--- src/rtl/instr_encoder.sv ---
// instr_encoder: packs field bundles into 17-bit instruction words, buffers
// them in a DEPTH-entry FIFO and emits them with sequential write addresses.
// Ports: clk, reset (sync, active-high), start; in_* valid/ready bundle
// (type, sel, op, operand, last); out_* valid/ready word + address; err, done.
// Option: define ENC_STRICT_EN to drop illegal bundles and pulse err.
module instr_encoder #(
  parameter int DEPTH  = 4,
  parameter int ADDR_W = 8
) (
  input  logic              clk,
  input  logic              reset,
  input  logic              start,
  input  logic              in_valid,
  output logic              in_ready,
  input  logic [1:0]        in_type,
  input  logic              in_sel,
  input  logic [2:0]        in_op,
  input  logic [10:0]       in_operand,
  input  logic              in_last,
  output logic              out_valid,
  input  logic              out_ready,
  output logic [16:0]       out_instr,
  output logic [ADDR_W-1:0] out_addr,
  output logic              err,
  output logic              done
);

  localparam int PW = $clog2(DEPTH);
  localparam logic [PW:0] FULL = (PW+1)'(DEPTH);

  typedef enum logic [1:0] {
    IDLE,
    LOAD,
    DRAIN,
    FIN
  } state_t;

  state_t            state_q;
  logic [17:0]       mem_q [DEPTH];
  logic [PW-1:0]     rd_q;
  logic [PW-1:0]     wr_q;
  logic [PW:0]       cnt_q;
  logic [ADDR_W-1:0] addr_q;
  logic              done_q;
  logic              err_q;
  logic              err_d;
  logic [16:0]       word;
  logic              accept;
  logic              push;
  logic              pop;
  logic              head_last;

  // Branch/reserved layout is the raw field concatenation;
  // data and memory force their unused bits to zero.
  always_comb begin
    word = {in_type, in_sel, in_op, in_operand};
    unique case (in_type)
      2'b00:   word[13:11] = {in_op[1:0], 1'b0};
      2'b01:   word[14:11] = {2'b00, in_op[0], 1'b0};
      default: word[13:11] = in_op;
    endcase
  end

  assign in_ready  = (state_q == LOAD) && (cnt_q != FULL);
  assign accept    = in_valid && in_ready;
  assign out_valid = (cnt_q != '0);
  assign pop       = out_valid && out_ready;
  assign head_last = mem_q[rd_q][0];
  assign out_instr = out_valid ? mem_q[rd_q][17:1] : '0;
  assign out_addr  = addr_q;
  assign err       = err_q;
  assign done      = done_q;

`ifdef ENC_STRICT_EN
  logic illegal;

  always_comb begin
    unique case (in_type)
      2'b00:   illegal = in_op[2];
      2'b01:   illegal = in_sel | (in_op[2:1] != 2'b00);
      2'b10:   illegal = 1'b0;
      default: illegal = 1'b1;
    endcase
  end

  assign push  = accept && !illegal;
  assign err_d = accept && illegal;
`else
  assign push  = accept;
  assign err_d = 1'b0;
`endif

  always_ff @(posedge clk) begin
    if (push) begin
      mem_q[wr_q] <= {word, in_last};
    end
  end

  always_ff @(posedge clk) begin
    if (reset) begin
      state_q <= IDLE;
      rd_q    <= '0;
      wr_q    <= '0;
      cnt_q   <= '0;
      addr_q  <= '0;
      done_q  <= 1'b0;
      err_q   <= 1'b0;
    end else begin
      err_q <= err_d;
      if (push) begin
        wr_q <= wr_q + 1'b1;
      end
      if (pop) begin
        rd_q   <= rd_q + 1'b1;
        addr_q <= addr_q + 1'b1;
      end
      unique case ({push, pop})
        2'b10:   cnt_q <= cnt_q + 1'b1;
        2'b01:   cnt_q <= cnt_q - 1'b1;
        default: ;
      endcase
      unique case (state_q)
        IDLE: begin
          if (start) begin
            state_q <= LOAD;
            addr_q  <= '0;
            done_q  <= 1'b0;
          end
        end
        LOAD: begin
          // an illegal last bundle still closes the program
          if (accept && in_last) begin
            state_q <= DRAIN;
          end
        end
        DRAIN: begin
          // empty FIFO covers a dropped illegal last bundle
          if ((pop && head_last) || (cnt_q == '0)) begin
            state_q <= FIN;
            done_q  <= 1'b1;
          end
        end
        FIN: begin
          if (start) begin
            state_q <= LOAD;
            addr_q  <= '0;
            done_q  <= 1'b0;
          end
        end
        default: state_q <= IDLE;
      endcase
    end
  end

endmodule
--- config.mk ---
export PLATFORM = sky130hd
export DESIGN_NAME = instr_encoder
export DESIGN_NICKNAME = d
export VERILOG_FILES = /design/src/rtl/instr_encoder.sv
export SDC_FILE = /design/constraint.sdc
export NUM_CORES = 1
export LEC_CHECK = 0
export ABC_AREA = 0
export CAP_MARGIN = 20
export CORE_ASPECT_RATIO = 1.25
export CORE_MARGIN = 3
export CORE_UTILIZATION = 45
export DETAILED_ROUTE_END_ITERATION = 10
export GPL_ROUTABILITY_DRIVEN = 0
export PLACE_DENSITY = 0.79
export SLEW_MARGIN = 20
export SYNTH_ARGS = -nofsm -noshare
export SYNTH_HDL_FRONTEND = slang
export SYNTH_SLANG_ARGS = --single-unit
--- constraint.sdc ---
create_clock -name clk -period 2.2 [get_ports clk]
set_input_delay 0.22 -clock clk [delete_from_list [all_inputs] [get_ports clk]]
set_output_delay 0.22 -clock clk [all_outputs]
set_load 0.05 [all_outputs]
* Yosys cells after proc, flatten, opt, wreduce, memory -nomap -nowiden
Memory sizes are Yosys's and may differ from the RTL's. A register that Yosys moved wholly into a read port is not among the register bits.
Index checks and enable logic that the tools add are counted.
** Cells by class
- Mux-type cells :: 18
- Reduce and logical (&&, ||, !) cells :: 15
- $add $sub $neg :: 5
- Eq/ne operators :: 10
** Operator list (number)
- 8-bit 2-to-1 mux :: 3
- 17-bit 2-to-1 mux :: 1
- 3-bit case mux with 2 select lines :: 2
- 2-bit 2-to-1 mux :: 5
- 8-bit by 1-bit adder with 8-bit output, second input constant :: 1
- 2-bit by 1-bit == test with 1-bit output, second input constant :: 3
- 2-bit == test, second input constant :: 3
- 2-bit case mux with 3 select lines :: 1
- 3-bit AND reduction :: 2
- 1-bit logical AND :: 5
- 1-bit 2-to-1 mux :: 5
- 2-bit by 1-bit adder with 2-bit output, second input constant :: 2
- 2-bit logical NOT :: 2
- 2-bit by 1-bit != test with 1-bit output, second input constant :: 2
- 2-bit nonzero test :: 2
- 3-bit by 1-bit adder with 3-bit output, second input constant :: 1
- 3-bit logical NOT :: 1
- 3-bit != test, second input constant :: 1
- 3-bit nonzero test :: 1
- 3-bit by 1-bit subtractor with 3-bit output, second input constant :: 1
- 2-bit != test, second input constant :: 1
- 1-bit case mux with 2 select lines :: 1
- 2-bit OR reduction :: 1
- 1-bit logical OR :: 1
** Word-level totals
- Bits of input ports :: 23
- Register bits :: 18
- Word-level logic and storage cells :: 55
- Memories kept :: 1
- Bits in writable memories :: 72
- Output and inout bits :: 29
** Memory list
- mem_q :: depth 4, bits a word 18, rd ports 1, clocked after memory_dff 1, wr ports 1, RTL line 39 : logic [17:0] mem_q [DEPTH];

* Logic depth before layout (Yosys ltp)
- Depth in word-level cells :: 6
- Mapped depth :: 11
- Depth with buffers taken out :: 10

* Worst setup path before layout
No wires, ideal clock.
- Path type :: register -> register
- Start :: register cnt_q[2]
- End :: register cnt_q[2]
- Setup slack :: -209 ps
- Data arrival time :: 2338 ps
- Required time :: 2129 ps
- Cell stages (with the launch flop) :: 11
- Buffers on the path :: 1
- Clock period less this slack :: 2409 ps
- Setup time :: 71 ps
- Cell sequence :: dfxtp_1 > or3b_2 > and3_1 > clkbuf_1 > inv_1 > ha_1 > inv_1 > fa_1 > xor2_1 > or3_1 > a21oi_1
** Between the ends
- Word-level cells in the longest chain between the ends :: 5
- Elaborated cells on any way between the ends :: 11
- Classes of those cells :: add/sub (2); eq/ne (3); mux (1); reduce/logical (5)
** Ends and longest elaborated chain
- start: declaration :: RTL line 42 : logic [PW:0] cnt_q;
- start signal: assignment :: RTL line 118 : 2'b10: cnt_q <= cnt_q + 1'b1;
- start signal: assignment :: RTL line 119 : 2'b01: cnt_q <= cnt_q - 1'b1;
- 3-bit != test :: RTL line 64 : assign in_ready = (state_q == LOAD) && (cnt_q != FULL);
- 1-bit logical AND :: RTL line 64
- 1-bit logical AND :: RTL line 65 : assign accept = in_valid && in_ready;
- 2-bit by 1-bit == test with 1-bit output or 2-bit == test (tied branches) :: RTL line 117 : unique case ({push, pop})
- 3-bit case mux with 2 select lines or 2-bit nonzero test (tied branches)
Several ways; a longest one is shown, not always the timed one.
A chain may end at the register's enable or synchronous reset.

* Final worst setup path
- Start :: register cnt_q[0]
- End :: register cnt_q[2]
Same word-level chain as after synthesis.

==> metrics <==
# rows=36; post-synthesis sequential area ratio=0.677; # DRC=0; Netlist cell types=40; most common cell after layout, fill and taps aside=edfxtp_1; Slew HR=0.643; H-tree depth=3; CTS Buf Count=9; Least-Margin Pin Slew=0.533 ns; Syn Std Cell Area=approximately 3800 um2; antenna cells=0; worst r2r dst=cnt_q[2]; Final setup viols=0; layout cells sized above 1=0.227; DP Worst Slack=between 0.06 and 0.07 ns; flop2flop setup slack=between 0.07 and 0.08 ns; pin count of the biggest net entering global routing=20; Total GRT Usage=0.150; I/O pins=52; most frequent cells in the layout=72 x edfxtp_1, 32 x clkdlybuf4s50_1, 31 x buf_4, 18 x nor2b_1, 17 x dfxtp_1; WP depth=9; R2R depth=9; clock power share=0.208; switching share of power=0.356; RSZ-0062 raised after global routing=true; die area=approximately 9600 um2; Ys Warns=0; worst skew pair latency=around 0.35 ns; Slew Limit Fails=0; switching pwr=1.86 mW; clock sinks=around 90; Area contributors post-synth=edfxtp_1 57%, dfxtp_1 11%, mux4_2 7.1%; via density per instance=about 5.4; synthesized netlist cell count=approximately 240; Die H=109 um; pwr dens=roughly 1100 nW/um2; Req. time, crit path=around 2.5 ns; share of the synthesized area in the top cell type=0.571; CTS tree=yes; Crit path largest cell delay=a little under 0.4 ns; family with the most delay on the worst path=simple AND/OR/NAND/NOR gates; CTS root buf=clkbuf_8; crit path to=cnt_q[2]; die width=between 80 and 90 um; WL/cell=~17 um; Buffers on Ports=50; reg-to-reg startpoint=cnt_q[0]; Routed WL=6690 um; syn avg cell area=~16 um2; Max Cap Violations=0; combinational fraction of design power=0.387; Synth Register Bits=92; # fillers=between 600 and 700; GR Overflow Total=0; Seq pwr share=0.404; core area=7970 um2; ANT nets after route=0; worst path cell trace=or3b_4, and3_4, inv_4, ha_4, inv_2, fa_2, xor2_1, or3_1, a21oi_1; total number of vias=about 2200; final core area utilization=0.585; syn_nets=between 200 and 300; initial antenna violation count=0; initial DRC count=140; Clock Skews=between 0.007 and 0.008 ns; FF+latch area=2570 um2; critical path class=register to register; Hold Vio Cnt, Final=0; Internal=3.36 mW; multi-input logic area=between 1000 and 1500 um2; DR pass1 iterations=4; Hold WC Path Type=primary input to register; synthesis-to-finish area growth=23.3%; Hold Buf Count CTS=0; CP Launch Type=register; CP max-delay cell=or3b_4; peak supply drop=around 0.60 mV; Nets=336; number of global-route vias before repair=about 2200; Setup crit start=cnt_q[0]; CP Buf/Inv Count=2; initial core utilization=0.475; status=finished clean; Leakage=1.61 nW; clk buf depth=2; PnR worst setup slack=between 0.07 and 0.08 ns; Clk pin slew, worst setup/hold paths=around 0.08 ns; crit path max fanout=2; biggest area consumer among synthesized cells=edfxtp_1; Worst Setup End Kind=register; HPWL after DPL=4480 um; Tmin final=2.13 ns; WP data arrival=approximately 2.4 ns; global-route wire length before repair=10600 um; Tcrit/Tclk final=0.966; Max Clk Rate=between 0.4 and 0.5 GHz
-- how the worst min path moves through the flow --
stage,cells past startpoint,from,to
after floorplan,0,in_last,mem_q[0][0]
after global placement,2,out_addr[1],out_addr[1]
after detailed placement,2,out_addr[7],out_addr[7]
after CTS,1,in_operand[2],mem_q[0][3]
after global routing,1,in_operand[2],mem_q[1][3]
final,1,in_operand[3],mem_q[2][4]
-- cell type report --
| type | instances | share of cell area |
|---|---|---|
| Timing Repair Buffer | 65 | 0.125 |
| Multi-Input combinational cell | 122 | 0.247 |
| Clock inverter | 6 | 0.0139 |
| Tap cell | 95 | 0.0255 |
| Sequential cell | 92 | 0.550 |
| Clock buffer | 9 | 0.0265 |
| Inverter | 14 | 0.0118 |
-- state kept, by name, indices dropped and copies added (netlist names), named ones only --
register / cells
mem_q: 72
out_addr: 8
cnt_q: 3
rd_q: 2
state_q: 2
wr_q: 2
done: 1
-- through the flow --
stage,hold slack [ns],cells,TNS (ns),area (um2),total power [mW]
6_report,0.499,403,0,4670,5.22
3_3_place_gp,0.485,387,0,4470,4.15
2_1_floorplan,0.319,237,0,3820,3.57
3_5_place_dp,0.505,387,0,4470,4.19
5_1_grt,0.489,403,-0.00669,4670,5.49
4_1_cts,0.490,402,0,4660,5.28
-- cells in the mapped netlist --
master,n
edfxtp_1,72
dfxtp_1,20
nor2b_1,18
nor2_1,15
inv_1,13
mux4_2,12
nand2_1,11
ha_1,8
and2_1,6
clkbuf_1,6
mux4_1,6
xor2_1,6
a21oi_1,5
xnor2_1,5
nor3_1,4
o21ai_0,4
and3_1,2
or3_1,2
a211o_1,1
a21boi_0,1
a21o_1,1
a22o_1,1
a311oi_1,1
a311oi_2,1
a32o_1,1
a41o_1,1
buf_2,1
buf_4,1
buf_6,1
clkinv_1,1
conb_1,1
fa_1,1
mux2_2,1
mux2i_1,1
nand3_1,1
nand4_1,1
nor3b_1,1
nor4_1,1
o31ai_1,1
or3b_2,1
-- worst reg2reg max path, delay by kind of cell (launching register included) --
kind            cells  cell delay, ns
compound gates      1            0.12
simple gates        3            0.89
flops               1            0.33
buf+inv             2            0.09
fa+ha+maj           2            0.48
xor+xnor            1            0.15
-- kinds of logic (layout without fill, tap and decap cells) --
group	after synthesis	in the layout	share of synthesized area
AOI/OAI and AO/OA	18	18	0.0340
xor gates and xnor gates	11	11	0.0254
adders and majority gates	9	9	0.0317
buffers and inverters	23	94	0.0261
DFF	92	92	0.677
muxes	20	20	0.119
other	1	1	0.000990
and+or+nand+nor	63	63	0.0863
-- layer usage --
| metal | vias up | global-route usage | share of wire |
|---|---|---|---|
| met5 | - | 0 | 0 |
| met4 | 0 | 0.0421 | 0.013 |
| met3 | 6 | 0.0389 | 0.046 |
| met2 | 57 | 0.265 | 0.53 |
| met1 | 1096 | 0.181 | 0.41 |
| li1 | 1014 | - | - |
-- power by group through the flow --
stage               clock (mW)  combinational (mW)  sequential (mW)
floorplan                    0                1.40             2.17
global placement             0                2.01             2.14
detailed placement           0                2.04             2.15
CTS                       1.12                2.05             2.11
global route              1.20                2.17             2.13
finish                    1.09                2.02             2.11
-- repair_timing --
action | CTS | global route
endpoints found under the setup margin | 0 | 3
setup buffers | 0 | 1
resized for setup | 0 | 2
No activity file was read; power rests on OpenSTA's default activity.
